File: config.mk
export PLATFORM = sky130hd
export DESIGN_NAME = gn_axis_rr_arb
export DESIGN_NICKNAME = d
export VERILOG_FILES = /design/src/rtl/gn_axis_arb_pkg.sv /design/src/rtl/gn_rr_pick.sv /design/src/rtl/gn_axis_rr_arb.sv
export SDC_FILE = /design/constraint.sdc
export NUM_CORES = 1
export LEC_CHECK = 0
export ABC_AREA = 1
export BUFFER_PORTS_ARGS = -buffer_cell sky130_fd_sc_hd__buf_2
export CORE_MARGIN = 2
export CORE_UTILIZATION = 36
export DETAILED_ROUTE_END_ITERATION = 10
export GPL_TIMING_DRIVEN = 1
export PLACE_DENSITY = 0.71
export SLEW_MARGIN = 20
export SYNTH_ARGS = -nofsm -noshare
export SYNTH_HDL_FRONTEND = slang
export SYNTH_HIERARCHICAL = 1
export SYNTH_SLANG_ARGS = --single-unit
File: constraint.sdc
create_clock -name clk -period 1.7 [get_ports clk]
set_input_delay 0 -clock clk [delete_from_list [all_inputs] [get_ports clk]]
set_output_delay 0 -clock clk [all_outputs]
set_load 0.03 [all_outputs]
File: src/rtl/gn_axis_arb_pkg.sv
// Shared types and width helpers for the AXI-Stream round-robin arbiter family.
package gn_axis_arb_pkg;

    typedef enum logic [0:0] {
        ST_IDLE = 1'b0,
        ST_BUSY = 1'b1
    } arb_state_t;

    // Index width that never collapses to zero bits for single-entry ranges.
    function automatic int clog2_min1(input int n);
        int r;
        r = 0;
        while ((1 << r) < n) r++;
        return (r < 1) ? 1 : r;
    endfunction

endpackage

File: src/rtl/gn_rr_pick.sv
// Combinational round-robin picker: first requester after i_last, wrapping modulo P_NUM_SRC.
module gn_rr_pick
    import gn_axis_arb_pkg::*;
#(
    parameter  int P_NUM_SRC = 4,
    localparam int IDXW      = clog2_min1(P_NUM_SRC)
) (
    input  logic [P_NUM_SRC-1:0] i_req,
    input  logic [IDXW-1:0]      i_last,
    output logic [IDXW-1:0]      o_idx,
    output logic                 o_any
);

    logic [IDXW:0] w_sum;

    always_comb begin
        o_idx = '0;
        o_any = 1'b0;
        w_sum = '0;
        // k = P_NUM_SRC wraps back to i_last itself, so it has lowest priority.
        for (int k = 1; k <= P_NUM_SRC; k++) begin
            w_sum = {1'b0, i_last} + (IDXW+1)'(k);
            if (w_sum >= (IDXW+1)'(P_NUM_SRC)) w_sum = w_sum - (IDXW+1)'(P_NUM_SRC);
            if (!o_any && i_req[w_sum[IDXW-1:0]]) begin
                o_any = 1'b1;
                o_idx = w_sum[IDXW-1:0];
            end
        end
    end

endmodule

File: src/rtl/gn_axis_rr_arb.sv
// Round-robin AXI-Stream arbiter: bounded-burst grants into a single registered output stage.
module gn_axis_rr_arb
    import gn_axis_arb_pkg::*;
#(
    parameter  int P_NUM_SRC   = 4,
    parameter  int P_DWIDTH    = 32,
    parameter  int P_MAX_BURST = 4,
    localparam int TIDW        = clog2_min1(P_NUM_SRC)
) (
    input  logic                          clk,
    input  logic                          reset,
    input  logic [P_NUM_SRC*P_DWIDTH-1:0] s_axis_tdata,
    input  logic [P_NUM_SRC-1:0]          s_axis_tvalid,
    output logic [P_NUM_SRC-1:0]          s_axis_tready,
    output logic [P_DWIDTH-1:0]           m_axis_tdata,
    output logic                          m_axis_tvalid,
    input  logic                          m_axis_tready,
    output logic [TIDW-1:0]               m_axis_tid
);

    localparam int              CNTW        = clog2_min1(P_MAX_BURST + 1);
    localparam logic [CNTW-1:0] LP_LAST_CNT = CNTW'(P_MAX_BURST - 1);

    arb_state_t          r_state;
    logic [TIDW-1:0]     r_g;
    logic [TIDW-1:0]     r_last;
    logic [CNTW-1:0]     r_cnt;
    logic [P_DWIDTH-1:0] r_dat;
    logic [TIDW-1:0]     r_id;
    logic                r_vld;

    logic [TIDW-1:0]     w_pick;
    logic                w_any;
    logic                w_src_vld;
    logic [P_DWIDTH-1:0] w_src_dat;
    logic                w_rdy;
    logic                w_in_hs;
    logic                w_out_hs;

    gn_rr_pick #(
        .P_NUM_SRC (P_NUM_SRC)
    ) u_pick (
        .i_req  (s_axis_tvalid),
        .i_last (r_last),
        .o_idx  (w_pick),
        .o_any  (w_any)
    );

    always_comb begin
        w_src_dat = '0;
        for (int i = 0; i < P_NUM_SRC; i++) begin
            if (r_g == TIDW'(i)) w_src_dat = s_axis_tdata[i*P_DWIDTH +: P_DWIDTH];
        end
    end

    assign w_src_vld = s_axis_tvalid[r_g];
    // The output register can take a new beat when empty or when it drains this cycle.
    assign w_rdy     = (r_state == ST_BUSY) && (!r_vld || m_axis_tready);
    assign w_in_hs   = w_rdy && w_src_vld;
    assign w_out_hs  = r_vld && m_axis_tready;

    always_comb begin
        s_axis_tready      = '0;
        s_axis_tready[r_g] = w_rdy;
    end

    always_ff @(posedge clk or posedge reset) begin
        if (reset) begin
            r_state <= ST_IDLE;
            r_g     <= '0;
            r_last  <= TIDW'(P_NUM_SRC - 1);
            r_cnt   <= '0;
        end else begin
            case (r_state)
                ST_IDLE: begin
                    if (w_any) begin
                        r_g     <= w_pick;
                        r_last  <= w_pick;
                        r_cnt   <= '0;
                        r_state <= ST_BUSY;
                    end
                end
                ST_BUSY: begin
                    if (w_in_hs) r_cnt <= r_cnt + CNTW'(1);
                    // Release on a drained source or on the last beat of the burst; a stall holds the grant.
                    if (!w_src_vld || (w_in_hs && (r_cnt == LP_LAST_CNT))) r_state <= ST_IDLE;
                end
                default: r_state <= ST_IDLE;
            endcase
        end
    end

    always_ff @(posedge clk or posedge reset) begin
        if (reset) begin
            r_dat <= '0;
            r_id  <= '0;
            r_vld <= 1'b0;
        end else if (w_in_hs) begin
            r_dat <= w_src_dat;
            r_id  <= r_g;
            r_vld <= 1'b1;
        end else if (w_out_hs) begin
            r_vld <= 1'b0;
        end
    end

    assign m_axis_tdata  = r_dat;
    assign m_axis_tvalid = r_vld;
    assign m_axis_tid    = r_id;

endmodule

# Word level (Yosys, flattened, before mapping)
# Index checks and enable logic that the tools add are counted.
[word_totals] regBits=43 latchBits=0 ramBits=0 romBits=0 output_inout_bits=39 mem_count=0
[classes] addsub=9 multipliers=0 n_div=0 order_cmp=10 eq_ne=6 n_shift=0 muxes=36 bitwise_logic=2 n_reduce_logical=19
[ops] cell="$mux W32" n=4
[ops] cell="$mux W2" n=8
[ops] cell="$lt A2 B3 Y1 const B" n=5
[ops] cell="$mux W1" n=14
[ops] cell="$ge A3 B3 Y1 const B" n=4
[ops] cell="$bmux W1 S2" n=5
[ops] cell="$logic_and A1 B1 Y1" n=8
[ops] cell="$sub A2 B1 Y2 const B" n=4
[ops] cell="$add A2 B2 Y3 const B" n=2
[ops] cell="$mux W3" n=2
[ops] cell="$pmux W3 S2" n=1
[ops] cell="$logic_not A1 Y1" n=5
[ops] cell="$and A4 B4 Y4" n=1
[ops] cell="$eq A2 B2 Y1 const B" n=2
[ops] cell="$ne A2 B1 Y1 const B" n=2
[ops] cell="$reduce_and A2 Y1" n=2
[ops] cell="$add A2 B1 Y3 const B" n=1
[ops] cell="$add A2 B3 Y3 const B" n=1
[ops] cell="$add A3 B1 Y3 const B" n=1
[ops] cell="$eq A3 B2 Y1 const B" n=1
[ops] cell="$demux W1 S2" n=1
[ops] cell="$eq A2 B1 Y1 const B" n=1
[ops] cell="$ge A2 B1 Y1 const B" n=1
[ops] cell="$logic_not A2 Y1" n=1
[ops] cell="4 further kinds" n=5

# Depth between registers and ports, before layout
# Gate-level depths: netlist (run 1).
[logic_depth] ltp_word=17 mapped_depth=11 ltp_nobuf=11

# By module
# Netlist (run 1), hierarchy kept.
[modules_own_cells] module="gn_axis_rr_arb" instances=1 cells_each=387 area_each_um2=2716.4 seq_area_each_um2=1078.5
[modules_own_cells] module="gn_rr_pick" instances=1 cells_each=52 area_each_um2=271.5 seq_area_each_um2=0.0

# Worst setup path after synthesis (run 1)
# No wires, ideal clock.
[synth_path] kind="reg-to-reg" start="register r_last[0]" end="register r_g[0]" setup_time_ps=126 t_arrival_ps=1505 path_slack_ps=68 path_stages_with_launch=12 period_less_slack_ps=1632 path_cell_list="dfstp_2 > inv_1 > nand2_1 > nand2_1 > nand2_1 > nand2_4 > nor2_8 > nand4_1 > nand2_1 > inv_1 > nand2_1 > o21ai_0"
[synth_between] elab_chain_cells=16
[synth_lines] element="start, declared" line_no="gn_axis_rr_arb.sv:26" rtl="logic [TIDW-1:0] r_last;"
[synth_lines] element="start signal, assigned" line_no="gn_axis_rr_arb.sv:71" rtl="r_last <= TIDW'(P_NUM_SRC - 1);"
[synth_lines] element="start signal, assigned" line_no="gn_axis_rr_arb.sv:78" rtl="r_last <= w_pick;"
[synth_lines] element="$add A2 B1 Y3" line_no="gn_rr_pick.sv:22" rtl="w_sum = {1'b0, i_last} + (IDXW+1)'(k);"
[synth_lines] element="$ge A3 B3 Y1 or $sub A2 B1 Y2 (tied branches)" line_no="gn_rr_pick.sv:23" rtl="if (w_sum >= (IDXW+1)'(P_NUM_SRC)) w_sum = w_sum - (IDXW+1)'(P_NUM_SRC);"
[synth_lines] element="$mux W2" line_no="gn_rr_pick.sv:23"
[synth_lines] element="$bmux W1 S2" line_no="gn_rr_pick.sv:24" rtl="if (!o_any && i_req[w_sum[IDXW-1:0]]) begin"
[synth_lines] element="$mux W1 (implied by the code)" line_no="gn_rr_pick.sv:24"
[synth_lines] element="$mux W1" line_no="gn_rr_pick.sv:24"
[synth_lines] element="$logic_not A1 Y1" line_no="gn_rr_pick.sv:24"
[synth_lines] element="$logic_and A1 B1 Y1" line_no="gn_rr_pick.sv:24"
[synth_lines] element="$mux W1" line_no="gn_rr_pick.sv:24"
[synth_lines] element="$logic_not A1 Y1" line_no="gn_rr_pick.sv:24"
[synth_lines] element="$logic_and A1 B1 Y1" line_no="gn_rr_pick.sv:24"
[synth_lines] element="$mux W1" line_no="gn_rr_pick.sv:24"
[synth_lines] element="$logic_not A1 Y1" line_no="gn_rr_pick.sv:24"
[synth_lines] element="$logic_and A1 B1 Y1" line_no="gn_rr_pick.sv:24"
[synth_lines] element="$mux W1 *" line_no="gn_rr_pick.sv:24"
[synth_lines] element="via w_any" line_no="gn_axis_rr_arb.sv:33" rtl="logic w_any;"
[synth_lines] element="$reduce_and A2 Y1 (no line) *"
[synth_lines] element="end signal, assigned" line_no="gn_axis_rr_arb.sv:77" rtl="r_g <= w_pick;"
[synth_lines] element="end, declared" line_no="gn_axis_rr_arb.sv:25" rtl="logic [TIDW-1:0] r_g;"
# Mark *: on every way through the listed nets, which the timed path passes. The rest lies on a longest branch. The select of a mux whose other input is x is not followed.
# A chain may end at the register's enable or synchronous reset.

# Final worst setup path (run 1)
[layout_path] start="register r_last[0]" end="register r_state"
[layout_between] elab_chain_cells=17
[layout_lines] element="$add A2 B1 Y3" line_no="gn_rr_pick.sv:22"
[layout_lines] element="$ge A3 B3 Y1 or $sub A2 B1 Y2 (tied branches)" line_no="gn_rr_pick.sv:23"
[layout_lines] element="$mux W2" line_no="gn_rr_pick.sv:23"
[layout_lines] element="$bmux W1 S2" line_no="gn_rr_pick.sv:24"
[layout_lines] element="$mux W1 (implied by the code)" line_no="gn_rr_pick.sv:24"
[layout_lines] element="$mux W1" line_no="gn_rr_pick.sv:24"
[layout_lines] element="$logic_not A1 Y1" line_no="gn_rr_pick.sv:24"
[layout_lines] element="$logic_and A1 B1 Y1" line_no="gn_rr_pick.sv:24"
[layout_lines] element="[... 2 more ...]"
[layout_lines] element="$logic_and A1 B1 Y1" line_no="gn_rr_pick.sv:24"
[layout_lines] element="$mux W1" line_no="gn_rr_pick.sv:24"
[layout_lines] element="$logic_not A1 Y1" line_no="gn_rr_pick.sv:24"
[layout_lines] element="$logic_and A1 B1 Y1" line_no="gn_rr_pick.sv:24"
[layout_lines] element="$mux W1 *" line_no="gn_rr_pick.sv:24"
[layout_lines] element="via w_any" line_no="gn_axis_rr_arb.sv:33"
[layout_lines] element="$mux W1 *" line_no="gn_axis_rr_arb.sv:76" rtl="if (w_any) begin"
[layout_lines] element="$pmux W1 S2 *" line_no="gn_axis_rr_arb.sv:74" rtl="case (r_state)"
[layout_lines] element="end signal, assigned" line_no="gn_axis_rr_arb.sv:80" rtl="r_state <= ST_BUSY;"
[layout_lines] element="end signal, assigned" line_no="gn_axis_rr_arb.sv:86" rtl="if (!w_src_vld || (w_in_hs && (r_cnt == LP_LAST_CNT))) r_state <= ST_IDLE;"
[layout_lines] element="end signal, assigned" line_no="gn_axis_rr_arb.sv:88" rtl="default: r_state <= ST_IDLE;"
[layout_lines] element="end, declared" line_no="gn_axis_rr_arb.sv:24" rtl="arb_state_t r_state;"
# Marks and branches as above.

==> metrics.yaml, run 1 <==
final_layout:
  nFillCells: 814
  stdcell_count: 728
  synthToLayoutAreaGrowth_pct: 41.6
  finalNetCount: 759
  diodes: 0
  drive_gt1_share_pct: 43.2
floorplanning:
  fp.dieArea_sq_mm: 0.00904
  num_rows: 33
  chipWidth_microns: 95.1
  start_util_pct: 36.7
  coreArea_sq_mm: 0.00813
  num_io_pins: 174
  fp.dieH_microns: 95.1
detailed_routing:
  via_per_inst: 4.95
  first_pass_iters: 5
  drtIter0Drc: 161
  routed_wl_microns: 9710
  drc: 0
  num_vias: 3605
  post_drt_wl_per_cell_microns: 13.3
  final_antenna_net_count: 0
clocking:
  htree_levels: 2
  clock-sinks: 43
  clkLatencyLatePin_ns: 0.29
  clockBufferDepth: 2
  cts-root-buf: "clkbuf_8"
  cts_tree: "done"
  cts_buffers: 5
  clk_pin_slew_ns: 0.09
worst_setup_path:
  cp.arrival_ns: 2.01
  reg2reg_depth: 10
  crit_path_max_fanout: 8
  crit_path_end: "r_state"
  required_ns: 1.87
  r2r_start: "r_last[0]"
  cp-end-kind: "flop"
  r2r-end: "r_state"
  start_kind: "flop"
  worstSetupStartpoint: "r_last[0]"
  r2r_slack_ns: -0.14
  path_class: "flop to flop"
sta:
  drv_slew: 0
  setup_viol: 8
  finClkSkew_ns: 0.00739
  period_share_pct: 108
  fin_crit_ns: 1.84
  slew_headroom_pct: 62.9
  tightest_slew_ns: 0.556
  fmax_mhz: 545
  rsz0062_at_grt: "true"
  finalHoldViolCount: 0
  setup_ws_ns: -0.136
synthesis:
  yosysWarnings: 6
  synth.yosys.seq_area_share_pct: 36.1
  synth_area_sq_mm: 0.00299
  postSynthCellCount: 439
  avgSynthCellArea_sq_um: 6.81
  ys_seq_elements: 43
  syn_nets: 576
  ys_types: 25
grt:
  grt-ovfl-total: 0
  grt_pass1_wl_microns: 14400
  antenna_found_initial: 0
  grt_usage_pct: 20.3
  grt_max_degree: 44
  grt_pass1_vias: 3188
placed_design:
  dp_hpwl_microns: 7390
  placedCellCount: 712
  portBuffers: 173
  gp_congestion: 0.941
run_status:
  status: "complete, but fails checks"
  violations: "negative setup slack"
pwr:
  design_power_total_mw: 8.11
  power.density_mw_per_mm2: 1920
  ir_worst_vdd_mv: 0.658
  p_leak_nw: 2.39
min_path:
  hp-class: "input pin to flop"
job:
  cap_violations: 0
==> cells in the mapped netlist (all sizes together) <==
master  number  area, sq um
o21a         1         7.51
inv         16         65.1
buf         19          158
o21ai        5         25.0
a21boi       1         7.51
nor3         3         15.0
ha           2         25.0
a21oi        2         10.0
nand3       16         80.1
nand2      285         1180
nand4       35          219
dfrtp       41         1030
dfstp        2         52.6
nor2         8          101
clkbuf       3         11.3
==> timing repair <==
action / in CTS / in global routing
setup buffers: 0 / 6
endpoints found under the hold margin: 44 / 0
hold buffers: 2 / 0
resized for setup: 2 / 13
pin swaps: 0 / 8
endpoints found under the setup margin: 7 / 44
gates cloned: 0 / 0
==> routing by layer <==
layer	part of all wire [%]	up-vias	routed length [microns]	global-route usage (%)
li1	-	1757	-	-
met1	41	1658	4000	25.4
met2	50	170	4820	35.7
met3	7.0	20	678	3.40
met4	2.2	0	214	6.28
met5	0	-	0	0
==> flip-flops by register name, summed over array words and instances, names as in the netlist <==
name           cells
m_axis_tdata      32
r_cnt              3
m_axis_tid         2
r_g                2
r_last             2
m_axis_tvalid      1
r_state            1
==> worst min path at each step <==
stage | start | end | cells after the start
after detailed placement | reset | m_axis_tdata[3] | 3
after global placement | reset | m_axis_tdata[3] | 3
after global routing | s_axis_tdata[43] | m_axis_tdata[11] | 5
after floorplan | m_axis_tready | m_axis_tvalid | 3
after CTS | s_axis_tdata[43] | m_axis_tdata[11] | 5
final | s_axis_tdata[43] | m_axis_tdata[11] | 5
==> report_power, final <==
group	switching, mW	internal [mW]	leakage, nW
Combinational	3.59	2.00	1.81
Clock	0.353	0.288	0.0412
Sequential	0.364	1.52	0.539
==> layout make-up <==
| class | count | area [sq um] | share of cell area, % |
|---|---|---|---|
| clock inverters | 2 | 12.5 | 0.296 |
| repair buffers | 198 | 1160 | 27.4 |
| multi-input cells | 358 | 1710 | 40.4 |
| clock buffers | 6 | 72.6 | 1.72 |
| flip-flops and latches | 43 | 1080 | 25.5 |
| inverters | 16 | 68.8 | 1.63 |
| well taps | 105 | 131 | 3.11 |
==> critical path, cell delays in order (launching register included) <==
cell and delay (ns):
dfstp_2 0.57, clkinvlp_4 0.19, nand2_2 0.15, nand2_2 0.08, nand2_4 0.09, nand2_4 0.07, nor2_8 0.11, nand4_1 0.13
nand2_2 0.12, buf_4 0.13, o21ai_0 0.07
==> per-stage QoR <==
step	TNS (ns)	hold slack (ns)	area (sq um)	utilization, %	setup WS (ns)
global route	-4.22	0.0345	4230	52.0	-0.223
floorplan	0	0.175	2990	-	0.0681
CTS	0	0.0120	4150	51.1	0.00127
global placement	0	0.0468	4040	49.7	0.0276
detailed placement	-0.251	0.0567	4040	49.7	-0.0715
finish	-0.989	0.0151	4230	52.0	-0.136
==> cell families (layout without fill, tap and decap cells) <==
| logic type | count (synthesis) | in the layout | share of synthesized area [%] |
|---|---|---|---|
| simple gates | 347 | 347 | 53.6 |
| flops | 43 | 43 | 36.1 |
| buf+inv | 38 | 222 | 7.83 |
| compound gates | 9 | 9 | 1.68 |
| fa+ha+maj | 2 | 2 | 0.837 |
==> placed cells by master, fill, tap and decap left out, drive strengths merged <==
master	count
nand2	285
clkinvlp	2
clkbuf	6
dfrtp	41
nand3	16
buf	196
nand4	35
dlygate4sd3	2
a21boi	1
ha	2
inv	15
o21a	1
dfstp	2
nor3	3
a21oi	2
nor2	8
o21ai	5
clkinv	1
(Power assumes the default switching activity.)
==> inputs of run 2 (changes only) <==
- ABC_AREA: 1 -> not set
- PLACE_DENSITY: 0.71 -> 0.72
- REMOVE_ABC_BUFFERS: not set -> 1
==> run 2 against run 1 <==
- non-clock buffer count fell by 13
- the flow still finishes with violations (negative setup slack)
- worst setup slack improved by 0.13 ns
- largest cell class unchanged
- clock skew increased by 0.00074 ns
- register-to-register slack improved by 0.13 ns
- via count decreased by 38%
==> metrics.yaml, run 2 <==
run_status:
  status: "complete, but fails checks"  # unchanged
  violations: "negative setup slack"  # unchanged
grt:
  grt_usage_pct: 17.1  # was 20.3%
  grt_max_degree: 24  # was 44
  grt_pass1_wl_microns: 11400  # was 14400 microns
  antenna_found_initial: 0  # unchanged
  grt_pass1_vias: 2345  # was 3188
  grt-ovfl-total: 0  # unchanged
worst_setup_path:
  path_class: "flop to flop"  # unchanged
  cp.arrival_ns: 1.88  # was 2.01 ns
  start_kind: "flop"  # unchanged
  worstPathCellList: "mux4_2 -> nand3_4 -> buf_12 -> mux2_4"  # was clkinvlp_4 -> nand2_2 -> nand2_2 -> nand2_4 -> nand2_4 -> nor2_8 -> nand4_1 -> nand2_2 -> buf_4 -> o21ai_0
  critPathMaxStageDelay_ns: 0.54  # was 0.57 ns
  cp_slowest_cell: "mux4_2"  # was dfstp_2
  crit_path_max_fanout: 16  # was 8
  r2r_slack_ns: -0.004  # was -0.14 ns
  cp-end-kind: "flop"  # unchanged
  reg2reg_depth: 4  # was 10
  r2r-end: "m_axis_tdata[0]"  # was r_state
  required_ns: 1.88  # was 1.87 ns
  r2r_start: "r_g[0]"  # was r_last[0]
clocking:
  clk_pin_slew_ns: 0.08  # was 0.09 ns
  cts_tree: "done"  # unchanged
  clkLatencyLatePin_ns: 0.29  # about the same
  cts-root-buf: "clkbuf_8"  # unchanged
  clockBufferDepth: 2  # unchanged
  htree_levels: 2  # unchanged
  cts_buffers: 5  # unchanged
  clock-sinks: 43  # unchanged
floorplanning:
  fp.dieH_microns: 90.9  # was 95.1 microns
  fp.dieArea_sq_mm: 0.00826  # was 0.00904 sq mm
  num_io_pins: 174  # unchanged
  chipWidth_microns: 90.9  # was 95.1 microns
  coreArea_sq_mm: 0.00729  # was 0.00813 sq mm
  num_rows: 31  # was 33
  start_util_pct: 37.3  # was 36.7%
synthesis:
  ys_seq_elements: 43  # unchanged
  yosysWarnings: 6  # unchanged
  postSynthCellCount: 176  # was 439
  yosys-top-cells-area: "dfrtp_1, mux4_2, mux2_4, mux2_2, nand2_1"  # was dfrtp_1, nand2_1, nand2_2, nand4_1, nand3_1
  async_flop_share_pct: 100  # unchanged
  avgSynthCellArea_sq_um: 15.4  # was 6.81 sq um
  yosysTopAreaCell: "dfrtp_1"  # unchanged
  synth.yosys.seq_area_share_pct: 39.7  # was 36.1%
  ys.flop_type: "dfrtp_1"  # unchanged
  ys_top_cells_by_count: "dfrtp_1, mux4_2, mux2_4, nand2_1, mux2_2"  # was nand2_1, dfrtp_1, nand2_2, nand4_1, nand3_1
  synth_most_common_cell: "dfrtp_1"  # was nand2_1
  ys_types: 29  # was 25
  synth_edf_count: 0  # unchanged
  synth_area_sq_mm: 0.00272  # was 0.00299 sq mm
  yosys.area.top_type_share_pct: 37.8  # was 34.3%
min_path:
  hold_path_end: "r_last[0]"  # was m_axis_tdata[11]
  hp-start: "s_axis_tvalid[0]"  # was s_axis_tdata[43]
  hp-class: "input pin to flop"  # unchanged
  holdPathStages: 4  # was 5
detailed_routing:
  drtIter0Drc: 42  # was 161
  num_vias: 2230  # was 3605
  drc: 0  # unchanged
  post_drt_wl_per_cell_microns: 15.5  # was 13.3 microns
  first_pass_iters: 4  # was 5
  final_antenna_net_count: 0  # unchanged
  via_per_inst: 4.90  # was 4.95
  routed_wl_microns: 7040  # was 9710 microns
placed_design:
  dp_hpwl_microns: 5630  # was 7390 microns
  gp_congestion: 0.727  # was 0.941
  portBuffers: 173  # unchanged
final_layout:
  diodes: 0  # unchanged
  final_cell_mix: "buf_2, dfrtp_1, mux4_2, mux2_4, nand2_1"  # was nand2_1, buf_2, nand2_2
  largest_reg_flops: 32  # unchanged
  finalNetCount: 492  # was 759
  final_common_cell: "buf_2"  # was nand2_1
  drive_gt1_share_pct: 75.3  # was 43.2%
  synthToLayoutAreaGrowth_pct: 43.9  # was 41.6%
  fin_util_pct: 53.6  # was 52.0%
sta:
  rsz0062_at_grt: "true"  # unchanged
  finalHoldViolCount: 0  # unchanged
  finClkSkew_ns: 0.00813  # was 0.00739 ns
  setup_viol: 1  # was 8
  tightest_slew_ns: 0.499  # was 0.556 ns
  fmax_mhz: 587  # was 545 MHz
  setup_ws_ns: -0.00393  # was -0.136 ns
  drv_slew: 0  # unchanged
  period_share_pct: 100  # was 108%
  slew_headroom_pct: 66.7  # was 62.9%
  fin_crit_ns: 1.70  # was 1.84 ns
pwr:
  power.density_mw_per_mm2: 1940  # was 1920 mW/mm^2
  p_leak_nw: 2.01  # was 2.39 nW
  design_power_total_mw: 7.60  # was 8.11 mW
  ir_worst_vdd_mv: 0.919  # was 0.658 mV
job:
  cap_violations: 0  # unchanged
==> run 2: changes by cell type in the layout (fill, tap and decap cells not counted), sizes merged, moves of 5 or more <==
cell    delta
nand2    -270
mux2      +35
nand4     -35
mux4      +33
buf       -13
nand3     -13
inv       -10
nand2b     +5
==> run 2: cell families after synthesis <==
logic type | count (synthesis) | share of synthesized area (%)
compound gates | 9 | 2.49
flops | 43 | 39.7
mux | 72 | 47.1
buf+inv | 18 | 3.96
simple gates | 32 | 5.89
fa+ha+maj | 2 | 0.921
==> run 2: what timing repair did <==
| action | in CTS | in global routing |
|---|---|---|
| gates cloned | 0 | 1 |
| hold endpoints to repair | 20 | 0 |
| resized for setup | 0 | 7 |
| buffers inserted | 0 | 0 |
| hold buffers | 1 | 0 |
| pin swaps | 0 | 0 |
| setup endpoints to repair | 6 | 35 |
==> run 2: layout make-up <==
cell class / instances / area, sq um
tap: 99 / 124
clock inverter: 2 / 35.0
clock buffer: 6 / 82.6
timing repair buffer: 185 / 1020
multi-input combinational: 115 / 1550
fill: 652 / 3380
inverter: 5 / 18.8
sequential: 43 / 1080
==> run 2: per-layer routing <==
| metal | share of wire [%] | routed length, microns | GRT usage, % |
|---|---|---|---|
| met1 | 39 | 2770 | 20.2 |
| met2 | 54 | 3770 | 31.5 |
| met3 | 6.3 | 442 | 3.84 |
| met4 | 0.81 | 57 | 4.04 |
| met5 | 0 | 0 | 0 |
==> run 2: report_power, final <==
group | switching (mW) | internal (mW)
sequential | 0.344 | 1.58
clock | 0.348 | 0.476
combinational | 2.37 | 2.49
==> run 2: worst max-delay path, delay by kind of cell, from the launching register on <==
kind                   cells  cell delay, ns
DFF                        1            0.39
muxes                      2            0.85
buffers and inverters      1            0.19
and+or+nand+nor            1            0.16
==> run 2: worst max-delay path by stage <==
stage	from	endpoint	slack [ns]	cells after the start
after global placement	r_g[0]	m_axis_tdata[8]	0.02	4
after global routing	r_g[0]	m_axis_tdata[0]	-0.05	4
after detailed placement	r_g[0]	m_axis_tdata[5]	-0.01	4
after CTS	r_g[0]	m_axis_tdata[9]	-0.02	4
after floorplan	r_g[0]	m_axis_tdata[4]	-1.47	3
final	r_g[0]	m_axis_tdata[0]	-0.004	4
==> run 2: through the flow <==
stage / hold WS (ns) / TNS, ns / setup WS (ns) / cells / instance area [sq um]
after CTS: 0.0809 / -0.0958 / -0.0210 / 454 / 3860
after floorplan: 0.195 / -55.62 / -1.47 / 163 / 2630
after global routing: 0.131 / -0.786 / -0.0508 / 455 / 3910
after detailed placement: 0.0617 / -0.0326 / -0.0140 / 445 / 3730
after global placement: 0.0541 / 0 / 0.0184 / 445 / 3730
final: 0.0866 / -0.00393 / -0.00393 / 455 / 3910
